**src/rtl/cmp_stream_if.sv**
```systemverilog
// Operand/result bundle for the streaming comparator: operand pair and mode in,
// registered compare result and running statistics out.
interface cmp_stream_if #(
    parameter int WIDTH = 4,
    parameter int CNT_W = 8
);
    logic             in_valid;
    logic [WIDTH-1:0] a;
    logic [WIDTH-1:0] b;
    logic             sgn;
    logic             clr;
    logic             out_valid;
    logic             gt;
    logic             eq;
    logic             lt;
    logic [WIDTH-1:0] max_val;
    logic             max_ok;
    logic [CNT_W-1:0] gt_cnt;

    modport master (
        output in_valid, a, b, sgn, clr,
        input  out_valid, gt, eq, lt, max_val, max_ok, gt_cnt
    );

    modport slave (
        input  in_valid, a, b, sgn, clr,
        output out_valid, gt, eq, lt, max_val, max_ok, gt_cnt
    );
endinterface

```
**src/rtl/cmp_stream.sv**
```systemverilog
// One-pair-per-cycle signed/unsigned comparator with registered result,
// saturating greater-than counter and running maximum of operand A.
module cmp_stream #(
    parameter int WIDTH = 4,
    parameter int CNT_W = 8
) (
    input  logic         clk,
    input  logic         reset,
    cmp_stream_if.slave  bus
);
    logic             out_valid_reg;
    logic             gt_reg;
    logic             eq_reg;
    logic             lt_reg;
    logic [WIDTH-1:0] max_val_reg;
    logic             max_ok_reg;
    logic [CNT_W-1:0] gt_cnt_reg;

    logic [WIDTH-1:0] max_val_next;
    logic             max_ok_next;
    logic [CNT_W-1:0] gt_cnt_next;

    logic [WIDTH-1:0] a_key;
    logic [WIDTH-1:0] b_key;
    logic [WIDTH-1:0] max_key;
    logic             a_gt_b;
    logic             a_eq_b;
    logic             a_gt_max;

    // Flipping the sign bit in signed mode turns a two's-complement ordering
    // into an unsigned one, so a single magnitude comparator serves both modes.
    always_comb begin
        a_key    = {bus.a[WIDTH-1] ^ bus.sgn, bus.a[WIDTH-2:0]};
        b_key    = {bus.b[WIDTH-1] ^ bus.sgn, bus.b[WIDTH-2:0]};
        max_key  = {max_val_reg[WIDTH-1] ^ bus.sgn, max_val_reg[WIDTH-2:0]};
        a_gt_b   = a_key > b_key;
        a_eq_b   = bus.a == bus.b;
        a_gt_max = a_key > max_key;
    end

    // Clear wipes the old statistics first, so a pair arriving with clr
    // is treated as the first pair of a fresh run.
    always_comb begin
        gt_cnt_next  = bus.clr ? '0 : gt_cnt_reg;
        max_val_next = bus.clr ? '0 : max_val_reg;
        max_ok_next  = bus.clr ? 1'b0 : max_ok_reg;
        if (bus.in_valid) begin
            if (a_gt_b && (gt_cnt_next != {CNT_W{1'b1}})) begin
                gt_cnt_next = gt_cnt_next + CNT_W'(1);
            end
            if (!max_ok_next || a_gt_max) begin
                max_val_next = bus.a;
                max_ok_next  = 1'b1;
            end
        end
    end

    always_ff @(posedge clk or posedge reset) begin
        if (reset) begin
            out_valid_reg <= 1'b0;
            gt_reg        <= 1'b0;
            eq_reg        <= 1'b0;
            lt_reg        <= 1'b0;
            max_val_reg   <= '0;
            max_ok_reg    <= 1'b0;
            gt_cnt_reg    <= '0;
        end else begin
            out_valid_reg <= bus.in_valid;
            if (bus.in_valid) begin
                gt_reg <= a_gt_b;
                eq_reg <= a_eq_b;
                lt_reg <= !a_gt_b && !a_eq_b;
            end
            max_val_reg <= max_val_next;
            max_ok_reg  <= max_ok_next;
            gt_cnt_reg  <= gt_cnt_next;
        end
    end

    assign bus.out_valid = out_valid_reg;
    assign bus.gt        = gt_reg;
    assign bus.eq        = eq_reg;
    assign bus.lt        = lt_reg;
    assign bus.max_val   = max_val_reg;
    assign bus.max_ok    = max_ok_reg;
    assign bus.gt_cnt    = gt_cnt_reg;
endmodule

```
**src/flat_wrapper.sv**
```systemverilog
// flat-port wrapper written by rule: the top's interface ports become plain ports
module cmp_stream_flat 
#(
    parameter int WIDTH = 4,
    parameter int CNT_W = 8
)
  (clk, reset, bus_in_valid, bus_a, bus_b, bus_sgn, bus_clr, bus_out_valid, bus_gt, bus_eq, bus_lt, bus_max_val, bus_max_ok, bus_gt_cnt);
  cmp_stream_if #(.WIDTH(WIDTH), .CNT_W(CNT_W)) bus_i ();
  input  logic clk;
  input  logic reset;
  input wire logic [$bits(bus_i.in_valid)-1:0] bus_in_valid;
  input wire logic [$bits(bus_i.a)-1:0] bus_a;
  input wire logic [$bits(bus_i.b)-1:0] bus_b;
  input wire logic [$bits(bus_i.sgn)-1:0] bus_sgn;
  input wire logic [$bits(bus_i.clr)-1:0] bus_clr;
  output wire logic [$bits(bus_i.out_valid)-1:0] bus_out_valid;
  output wire logic [$bits(bus_i.gt)-1:0] bus_gt;
  output wire logic [$bits(bus_i.eq)-1:0] bus_eq;
  output wire logic [$bits(bus_i.lt)-1:0] bus_lt;
  output wire logic [$bits(bus_i.max_val)-1:0] bus_max_val;
  output wire logic [$bits(bus_i.max_ok)-1:0] bus_max_ok;
  output wire logic [$bits(bus_i.gt_cnt)-1:0] bus_gt_cnt;
  assign bus_i.in_valid = bus_in_valid;
  assign bus_i.a = bus_a;
  assign bus_i.b = bus_b;
  assign bus_i.sgn = bus_sgn;
  assign bus_i.clr = bus_clr;
  assign bus_out_valid = bus_i.out_valid;
  assign bus_gt = bus_i.gt;
  assign bus_eq = bus_i.eq;
  assign bus_lt = bus_i.lt;
  assign bus_max_val = bus_i.max_val;
  assign bus_max_ok = bus_i.max_ok;
  assign bus_gt_cnt = bus_i.gt_cnt;
  cmp_stream #(.WIDTH(WIDTH), .CNT_W(CNT_W)) u_core (.clk(clk), .reset(reset), .bus(bus_i));
endmodule
```
**config.mk**
```make
export PLATFORM = sky130hd
export DESIGN_NAME = cmp_stream_flat
export DESIGN_NICKNAME = d
export VERILOG_FILES = /design/src/rtl/cmp_stream_if.sv /design/src/rtl/cmp_stream.sv /design/src/flat_wrapper.sv
export SDC_FILE = /design/constraint.sdc
export NUM_CORES = 1
export LEC_CHECK = 0
export BUFFER_PORTS_ARGS = -buffer_cell sky130_fd_sc_hd__buf_4
export CORE_MARGIN = 2
export CORE_UTILIZATION = 41
export DETAILED_ROUTE_END_ITERATION = 8
export PLACE_DENSITY = 0.71
export SLEW_MARGIN = 20
export SYNTH_ARGS = -nofsm -noshare
export SYNTH_HDL_FRONTEND = slang
export SYNTH_SLANG_ARGS = --single-unit
```
**constraint.sdc**
```tcl
create_clock -name clk -period 2.4 [get_ports clk]
set_clock_uncertainty 0.15 [all_clocks]
set_input_delay 0.36 -clock clk [delete_from_list [all_inputs] [get_ports clk]]
set_output_delay 0.36 -clock clk [all_outputs]
set_load 0.03 [all_outputs]
```
==> summary by stage, run 1 <==
Outcome
The run finished, with violations left. The final reports fail on hold timing.

Finish
The area growth from synthesis to layout is 29.7%. The number of diodes added for antenna fixing is 0. Fill cells in the final layout number 225. The share of layout cells above drive strength 1 is 31.8%.

At the end of the flow, the number of nets in the layout was 154. In the final layout, flip-flops and latches occupy 425 µm². The flip-flop count of the largest register after layout is 8.

In the final layout, the multi-input gates occupy 578 µm².

Timing
The worst slew slack as a fraction of its limit is 56.5%. The clock period minus final worst setup slack is 2.13 ns. The worst-margin pin slew is 0.651 ns.

The final-report setup violation count is 0. The top achievable clock speed is 0.469 GHz. The aggregate negative setup slack is 0 ns. Setup repair after global routing left no endpoint under its margin.

In the finished design, the share of the clock period the worst path needs comes to 88.9%. On the final layout, the worst hold slack is -0.00496 ns. The number of slew-limit violations in the final report came to 0. The number of endpoints with negative hold slack in the final report was 9.

Critical path
STA classifies the critical path endpoint as a flop. The largest fanout of any net on the critical path is 8. Among cell families on the critical path, the largest total delay comes from simple AND/OR/NAND/NOR gates. The maximum single-stage delay on the critical path is 0.41 ns.

The type of origin of the critical path is a flop. The cell with the biggest individual delay on the critical path is dfrtp_1. At the worst endpoint, the required time is 2.43 ns. Walking the worst path, the cells encountered are nor2b_1 > ha_1 > nand3_1 > nor3_2 > a211oi_4 > nand4_1 > mux2_1. Data on the critical path arrives at its endpoint at 2.17 ns. The worst setup path category is reg2reg.

The combined buffer and inverter count along the critical path is 0.

Synth
Of all flip-flops after synthesis, the portion carrying an async set or reset was 100%. The netlist area before placement is 1030 µm². Counting every instance in the synthesized netlist gives 97. The proportion of netlist area held by the largest area contributor is 41.4%.

The number of flops mapped to enable cells by yosys is 0. Among all flip-flop cells after synthesis, the most frequent one is dfrtp_1. After synthesis the netlist holds a flip-flop and latch count of 17.

Sorting the synthesized cells by area gives the leading types as dfrtp_1 (41%), ha_1 (9.7%), nor2b_1 (5.5%). After synthesis, flip-flops and latches occupy 41.4% of the total area. After synthesis, the mean cell area works out to 10.6 µm². The Yosys step of the flow raised 0 warnings. Ranked by instance count, the synthesized netlist is headed by dfrtp_1 (17), nor2b_1 (9), ha_1 (8). The post-synth net total is 118.

The most used standard cell by instance count after synthesis is dfrtp_1. The post-synthesis cell type count is 31. The post-synthesis cell type with the largest combined area is dfrtp_1.

Route
After detailed routing, the met2 layer carries 1040 µm of wire. The total DRC errors in the routed layout is 0. The detailed-routing wirelength on met1 is 1010 µm. The post-detailed-route count of antenna-violating nets is 0. Before antenna repair, the detailed router went through 4 iterations.

The vias after detailed routing is 827. After detailed routing, the average wire length per cell comes to 13.3 µm. The average vias per placed instance is 5.10. Summed over all layers, the routed wires come to 2160 µm.

Routed signal wires occupy layers up through met4. The first routing iteration left 8 violations. The met3 routed wirelength is 77 µm.

Power and ir drop
Dividing total power by cell area gives a power density of 538 nW/µm². The power consumption is 717 µW. The worst supply voltage drop on vdd is 318 µV. The leakage power summed over all cells is 0.000656 µW.

Die
Measured along the x axis, the die boundary spans 54.1 µm. The initialized floorplan defines 18 standard-cell rows. The floorplan step defined a die boundary enclosing 2930 µm². From bottom edge to top edge, the die measures 54.1 µm. The region available for standard cell placement spans 2430 µm². In this run the count of I/O pins placed on the die edge is 30. The effective utilization at floorplan is 42.3%.

CTS
The register clock-pin slew on the reported worst setup and hold paths is 0.11 ns. The TritonCTS clock tree is done. The number of clock buffers inserted by TritonCTS is 3. The CTS sink count is 17. The tree is rooted in a clkbuf_4.

The H-tree depth is 1. The maximum buffer depth of the clock tree is 2. The total of hold buffers inserted after clock tree synthesis is 0. For the worst-skew pair, the clock arrives at the later sink with an insertion delay of 0.29 ns.

GRT
The via count of the first global-routing pass is 817. The number of antenna violations at the first check in global routing is 0. The first-pass GRT wire length is 3590 µm.

The overall global routing resource usage is 17.1%. After global routing the overflow that remains totals 0. The pin count of the biggest net entering global routing is 18.

Place
The count of buffers added on input and output ports is 29. Detailed placement ended at an HPWL of 1680 µm. The final weighted congestion in routability-driven placement is 0.759.

Flow run
The tool flagged a number of max-cap violations equal to 0.

Min path
The worst hold path belongs to the class in2async.
cell usage in the layout, fill, tap and decap left out, types with 2 or more instances in the layout:
master     n
and4_1     3
a21oi_1    4
a21o_1     2
nand2_1    4
nand3_1    3
dfrtp_1   17
xor2_1     2
nand2b_1   3
nand3b_1   4
buf_4     32
ha_1       8
mux2_2     3
clkbuf_4   3
nor2_1     5
mux2_1     2
xnor2_1    5
inv_1      7
nor2b_1    9
where the power goes:
part | total (µW) | switching [µW] | internal (µW)
clock network | 162 | 97.6 | 64.6
logic | 229 | 130 | 99.2
registers | 326 | 16.8 | 309
total | 717 | 244 | 473
area by class of cell:
cell class | count | share of cell area, %
inverter | 7 | 1.97
sequential | 17 | 31.9
multi-input combinational | 72 | 43.3
tap | 30 | 2.81
timing repair buffer | 32 | 18.0
clock buffer | 4 | 1.97
per-layer routing:
layer / vias to the layer above / GRT usage, %
li1: 412 / -
met1: 398 / 21.6
met2: 15 / 29.7
met3: 2 / 3.06
met4: 0 / 5.00
met5: - / 0
stage by stage:
step / hold WS [ns] / setup slack [ns] / instances / area, µm² / utilization (%)
3_5_place_dp: 0.320 / 0.0908 / 158 / 1300 / 53.5
4_1_cts: 0.0283 / 0.162 / 162 / 1330 / 54.6
5_1_grt: 0.0410 / 0.0860 / 162 / 1330 / 54.8
2_1_floorplan: 0.136 / 0.146 / 97 / 1030 / -
3_3_place_gp: 0.322 / 0.135 / 158 / 1300 / 53.5
6_report: -0.00496 / 0.266 / 162 / 1330 / 54.8
path summary, 6_finish.rpt:
check | start | cells after the start | slack, ns | end
worst min-delay path | reset | 2 | -0.005 | u_core.bus.gt_cnt[7]$_DFF_PP0_
worst max register to register | u_core.bus.gt_cnt[0]$_DFF_PP0_ | 7 | 0.27 | u_core.bus.gt_cnt[3]$_DFF_PP0_
worst max-delay path | u_core.bus.gt_cnt[0]$_DFF_PP0_ | 7 | 0.27 | u_core.bus.gt_cnt[3]$_DFF_PP0_
min in group clk | bus_in_valid | 1 | 0.05 | u_core.bus.out_valid$_DFF_PP0_
max in group asynchronous | reset | 2 | 1.69 | u_core.bus.gt$_DFFE_PP0P_
worst min register to register | u_core.bus.eq$_DFFE_PP0P_ | 1 | 0.35 | u_core.bus.eq$_DFFE_PP0P_
cells by family after synthesis:
family	share of synthesized area, %
buffers and inverters	2.92
AND/OR/NAND/NOR	19.8
flip-flops	41.4
multiplexers	6.45
AO/OA/AOI/OAI	12.2
adder cells (fa/ha/maj)	9.73
XOR/XNOR	7.54
what timing repair did:
action | in CTS | in global routing
setup endpoints to repair | 0 | 1
gates resized for setup | 0 | 1
buffers inserted | 0 | 0
No activity file was read; power rests on OpenSTA's default activity.
==> inputs of run 2 (changes only) <==
Settings changed: CORE_ASPECT_RATIO set to 0.6.
==> summary by stage, run 2 (synthesized netlist as in run 1, its figures left out) <==
CTS
The CTS sink count is 17. The number of clock buffers inserted by TritonCTS is 3. TritonCTS built the clock tree. The total of hold buffers inserted after clock tree synthesis is 0.

The clock root buffer is clkbuf_8. Clock-pin slew was measured on the worst setup and hold paths at 0.07 ns. The later pin in the worst-skew pair is clocked with a latency of 0.26 ns.

The longest clock path from root to sink contains 2 buffers. The H-tree depth is 1.

Critical path
The critical path in this run is classified as reg2reg. The combined buffer and inverter count along the critical path is 0. The number of cells on the critical path is 7. The maximum single-stage delay on the critical path is 0.41 ns. The cell with the biggest individual delay on the critical path is dfrtp_1.

Among cell families on the critical path, the largest total delay comes from simple AND/OR/NAND/NOR gates. The sort of element at the end of the critical path is a flop. For the worst setup path, the data arrival time is 2.19 ns. For the worst setup path, the data required time is 2.39 ns.

In this run the worst path has a maximum fanout of 8. The depth of the worst register-to-register path is 7. STA classifies the critical path startpoint as a flop.

The signal on the critical path passes through nor2b_1 > ha_1 > nand3_1 > nor3_2 > a211oi_4 > nand4_1 > mux2_1.

Timing
Timing would allow up to 0.455 GHz. Setup repair after global routing left no endpoint under its margin. At the pin with the least slew margin, the transition time is 0.635 ns.

The final-report setup violation count is 0. The worst slew slack as a fraction of its limit is 57.7%. Across all setup checks in the final design, the least slack found is 0.203 ns. The worst path in the final design needs a cycle of 2.20 ns, including I/O delays and setup. The number of slew-limit violations in the final report is 0.

The share of the cycle needed by the critical path after routing is 91.6%. In the final timing run, aggregate negative setup slack is 0 ns. The number of endpoints with negative hold slack in the final report is 0.

Route
The vias after detailed routing is 814. The average wire length per cell after detail routing is 14.5 µm. In the routed design, unresolved DRC markers number 0. Once detail routing completed, the nets flagged for antenna violations numbered 0.

The average vias per placed instance is 5.02. Summed over all layers, the routed wires come to 2350 µm. The detailed router finished its first iteration with 20 violations. For this run, the detailed router's first-pass iteration total came to 4.

Finish
The number of fill cells is 201. The sequential cells in the finished layout cover a total of 425 µm². In the final layout, the multi-input gates occupy 578 µm². The leading cell type in the layout, fill and taps excluded is buf_4. Cells with a size suffix above 1 make up 32.6% of the layout. The library cells used most frequently in the layout, excluding fill and tap cells, are buf_4 (32), dfrtp_1 (17), nor2b_1 (9). The final cell area excluding filler cells is 1350 µm². The total number of nets in the final design is 154. From synthesis to final layout, the design area changed by 31.6%.

0 antenna diodes ended up in the layout. The flip-flop count of the largest register after layout is 8.

Die
In this run the vertical extent of the chip is 42.8 µm. The full die area is 2940 µm². The count of pins on the block boundary is 30.

The floorplan has 13 rows. The floorplan step defined a core boundary enclosing 2260 µm². In this run the horizontal extent of the chip is 68.7 µm. The effective utilization at floorplan is 45.5%.

Place
The wire-length estimate of the detail-placed layout is 1860 µm. Summing all placed instances gives a cell area of 1300 µm². The final weighted congestion in routability-driven placement is 0.770. The pre-CTS setup slack is -0.0161 ns. The count of buffers inserted at the top-level ports is 29.

Min path
In this run the worst hold path is classified as in2async.

Flow run
The number of maximum-capacitance violations is 0.

Power and ir drop
The power consumption is 779 µW. The worst supply voltage drop on vdd is 312 µV. The leakage power summed over all cells is 0.000667 µW. Dividing total power by cell area gives a power density of 575 nW/µm².

GRT
The first-pass GRT wire length is 3930 µm. The number of antenna violations at the first check in global routing was 0. The via count of the first global-routing pass came to 829. The pin count of the biggest net entering global routing is 18. The overall global routing resource usage is 18.3%. The remaining global-route overflow is 0.

Outcome
The flow ran to the end, and the final reports show no timing, DRC or antenna violations.
## run 2: changes by cell type in the layout (fill, tap and decap cells not counted)
cell and delta:
clkinv_2 +1, clkbuf_1 -1, clkbuf_8 +3, clkbuf_4 -3
## run 2: final cells by class
type                       instances  share of cell area, %
timing repair buffer              32                   17.7
multi-input combinational         72                   42.7
sequential                        17                   31.4
clock buffer                       3                   3.05
inverter                           7                   1.94
tap                               30                   2.77
clock inverter                     1                  0.370
## run 2: through the flow
stage                     hold slack (ns)  instances  utilization [%]
after floorplan                     0.136         97                -
after global placement              0.319        158             57.6
after detailed placement            0.325        158             57.6
after CTS                          0.0664        162             59.7
after global routing               0.0961        162             59.9
final                              0.0346        162             59.9
## run 2: report_power, final
| part | internal (µW) | switching (µW) |
|---|---|---|
| Sequential | 310 | 18.1 |
| Combinational | 99.8 | 130 |
| Clock | 115 | 105 |
## run 2: per-layer routing
metal / GRT usage [%] / up-vias / wire, µm
met4: 3.60 / 0 / 21
met3: 5.84 / 4 / 111
li1: - / 410 / -
met2: 27.7 / 16 / 1060
met1: 25.7 / 384 / 1150
met5: 0 / - / 0
## run 2: final timing paths
kind / startpoint / endpoint / slack [ns]
worst max-delay path: u_core.bus.gt_cnt[0]$_DFF_PP0_ / u_core.bus.gt_cnt[3]$_DFF_PP0_ / 0.20
worst min-delay path: reset / u_core.bus.gt_cnt[1]$_DFF_PP0_ / 0.03
worst max register to register: u_core.bus.gt_cnt[0]$_DFF_PP0_ / u_core.bus.gt_cnt[3]$_DFF_PP0_ / 0.20
worst min register to register: u_core.bus.gt$_DFFE_PP0P_ / u_core.bus.gt$_DFFE_PP0P_ / 0.35
max in group asynchronous: reset / u_core.bus.max_val[3]$_DFF_PP0_ / 1.66
min in group clk: bus_in_valid / u_core.bus.out_valid$_DFF_PP0_ / 0.10
## run 2: worst register-to-register path: cells and delay by family, from the launching register on
family	cells	cell delay, ns
simple gates	4	0.88
flops	1	0.41
mux	1	0.33
fa+ha+maj	1	0.20
compound gates	1	0.12
## run 2: timing repair
| action | in CTS | in global routing |
|---|---|---|
| endpoints found under the setup margin | 0 | 1 |
| setup buffers | 0 | 0 |
| resized for setup | 0 | 1 |
==> inputs of run 3 (changes only) <==
Settings changed: SETUP_SLACK_MARGIN set to 0.5.
==> summary by stage, run 3 (synthesized netlist as in run 1, its figures left out) <==
Outcome
The run finished with clean final reports.

GRT
The remaining global-route overflow is 0. Entering global routing, the biggest net connects 18 pins. The overall global routing resource usage is 20.9%. The first global-routing pass estimated 4330 µm of wire. The number of antenna violations at the first check in global routing is 0. The via count of the first global-routing pass is 867.

CTS
The number of clock buffers added by TritonCTS is 3. The insertion delay to the later sink of the worst-skew pair is 0.25 ns. The root buffer cell chosen for the clock tree is clkbuf_8. The maximum buffer depth of the clock tree is 2.

The CTS sink count is 17. After clock tree synthesis, the clock-pin slew on the worst setup and hold paths is 0.07 ns. The total of hold buffers inserted after clock tree synthesis is 0. In this run the number of H-tree levels came out at 1. The TritonCTS clock tree is done.

Timing
Dividing the final minimum period by the clock period gives 81.6%. The worst slew slack as a fraction of its limit is 56.0%. The number of endpoints with negative hold slack in the final report was 0. Across all hold checks on the routed design, the worst slack comes to 0.0494 ns. The number of slew-limit violations in the final report is 0. The aggregate negative setup slack is 0 ns. Setup repair after global routing could not meet its margin everywhere. The smallest clock period supported by the final layout is computed as 1.96 ns. The worst-margin pin slew is 0.659 ns. Static timing analysis puts the maximum clock frequency at 0.511 GHz.

Setup violations remaining at the end of the flow were counted as 0.

Finish
After routing the design area is 1580 µm². The sequential cell area is 430 µm². The library cell used most frequently in the layout, excluding fill and tap cells, is buf_4. Compared with the post-synthesis result, the final layout area differs by 53.2%. The flip-flop count of the largest register after layout is 8. Cells with a size suffix above 1 make up 50.7% of the layout. The library cells used most frequently in the layout, excluding fill and tap cells, are buf_4 (36), dfrtp_1 (13), nor2b_1 (5), nor2_1 (5), ha_1 (5). The area of the multi-input gates is 728 µm². The number of fill cells is 177. 0 antenna diodes ended up in the layout. The net count of the finished layout is 160.

Critical path
The worst reg2reg path endpoint is u_core.bus.max_val[0]$_DFF_PP0_. The worst register-to-register path has a depth of 7. The worst setup path is of the reg2reg kind. In this run the register-to-register setup slack is 0.44 ns. The startpoint of the lowest-slack register-to-register path is u_core.bus.max_val[3]$_DFF_PP0_. The type of origin of the critical path is a flop. The largest fanout of any net on the critical path is 4. STA classifies the critical path endpoint as a flop. The arrival time at the worst endpoint is 1.98 ns. Data on the critical path is required at its endpoint by 2.42 ns.

Die
Measured along the x axis, the die boundary spans 68.7 µm. The effective utilization at floorplan is 45.5%. The full die area is 2940 µm². The total core area is 2260 µm². The count of pins on the block boundary is 30. Row generation in the floorplan step produced 13 rows. From bottom edge to top edge, the die measures 42.8 µm.

Route
The post-detailed-route count of antenna-violating nets is 0. Detailed routing inserted a total of 892 vias. In the routed design, unresolved DRC markers number 0. The detailed-route wire length is 2850 µm. Dividing the detail-routed wire length by the instance count gives 17.0 µm. The first-pass detailed-route iteration total is 4. The number of violations reported at the end of detailed-routing iteration 0 is 30. In the routed layout, each cell is associated on average with a via count of 5.31.

Place
Routability-driven placement finished with a final weighted congestion of 0.816. Once placement finished, the instance area stood at 1370 µm². The wire-length estimate of the detail-placed layout is 2000 µm. The count of buffers inserted at the top-level ports is 29.

Flow run
The number of maximum-capacitance violations is 0.

Min path
The tightest min-delay check is of the in2async type.

Power and ir drop
Power spread over the standard cell area amounts to 544 nW/µm². For this design the static power due to leakage is 0.000749 µW. The completed layout was analyzed and its total power is 856 µW. The worst supply voltage drop on vdd is 296 µV.
==> run 3: changes by cell type in the layout (fill, tap and decap cells not counted), moves of 3 or more <==
cell and delta:
dfrtp_2 +4, ha_4 +3, mux2_2 -3, ha_1 -3, nor2b_1 -4, buf_4 +4, dfrtp_1 -4, nor2b_4 +4
mux2_4 +4, inv_1 -3
==> run 3: worst max-delay path: stages (launching register included) <==
cell and delay [ns]:
dfrtp_2 0.43, xnor2_2 0.13, ha_1 0.31, and4_1 0.21, a21oi_2 0.05, o21ai_4 0.22
buf_4 0.16, mux2i_1 0.21
==> run 3: layout make-up <==
class	instances	share of cell area, %
sequential	17	27.3
timing repair buffer	38	19.1
clock buffer	4	2.86
multi-input combinational	72	46.2
tap	30	2.38
inverter	7	2.14
==> run 3: through the flow <==
stage / utilization [%] / cells / setup WS (ns)
2_1_floorplan: - / 97 / 0.355
3_3_place_gp: 60.4 / 156 / 0.252
3_5_place_dp: 60.4 / 156 / 0.186
4_1_cts: 66.9 / 165 / 0.482
5_1_grt: 69.7 / 168 / 0.367
6_report: 69.7 / 168 / 0.441
==> run 3: repair_timing <==
| item | CTS | global route |
|---|---|---|
| setup buffers | 5 | 3 |
| pin swaps | 7 | 4 |
| resized for setup | 13 | 10 |
| setup endpoints to repair | 11 | 7 |
==> run 3: report_power, final <==
group	switching (µW)	internal [µW]
combinational	168	145
clock	98.3	118
sequential	15.2	312
==> run 3: worst max path at each step <==
stage / startpoint / to / slack (ns) / cells past startpoint
CTS: u_core.bus.max_val[3]$_DFF_PP0_ / u_core.bus.max_val[2]$_DFF_PP0_ / 0.48 / 6
global placement: bus_a[1] / u_core.bus.gt_cnt[3]$_DFF_PP0_ / 0.25 / 7
global route: u_core.bus.max_val[1]$_DFF_PP0_ / u_core.bus.max_val[0]$_DFF_PP0_ / 0.37 / 8
finish: u_core.bus.max_val[3]$_DFF_PP0_ / u_core.bus.max_val[0]$_DFF_PP0_ / 0.44 / 7
floorplan: bus_b[1] / u_core.bus.gt_cnt[3]$_DFF_PP0_ / 0.36 / 7
detailed placement: bus_clr / u_core.bus.gt_cnt[3]$_DFF_PP0_ / 0.19 / 8
==> run 3: metal layers <==
| layer | global-route usage (%) | up-vias | part of all wire, % |
|---|---|---|---|
| met3 | 5.84 | 8 | 4.6 |
| li1 | - | 421 | - |
| met5 | 0 | - | 0 |
| met1 | 28.3 | 439 | 46 |
| met2 | 31.9 | 24 | 47 |
| met4 | 7.20 | 0 | 2.4 |
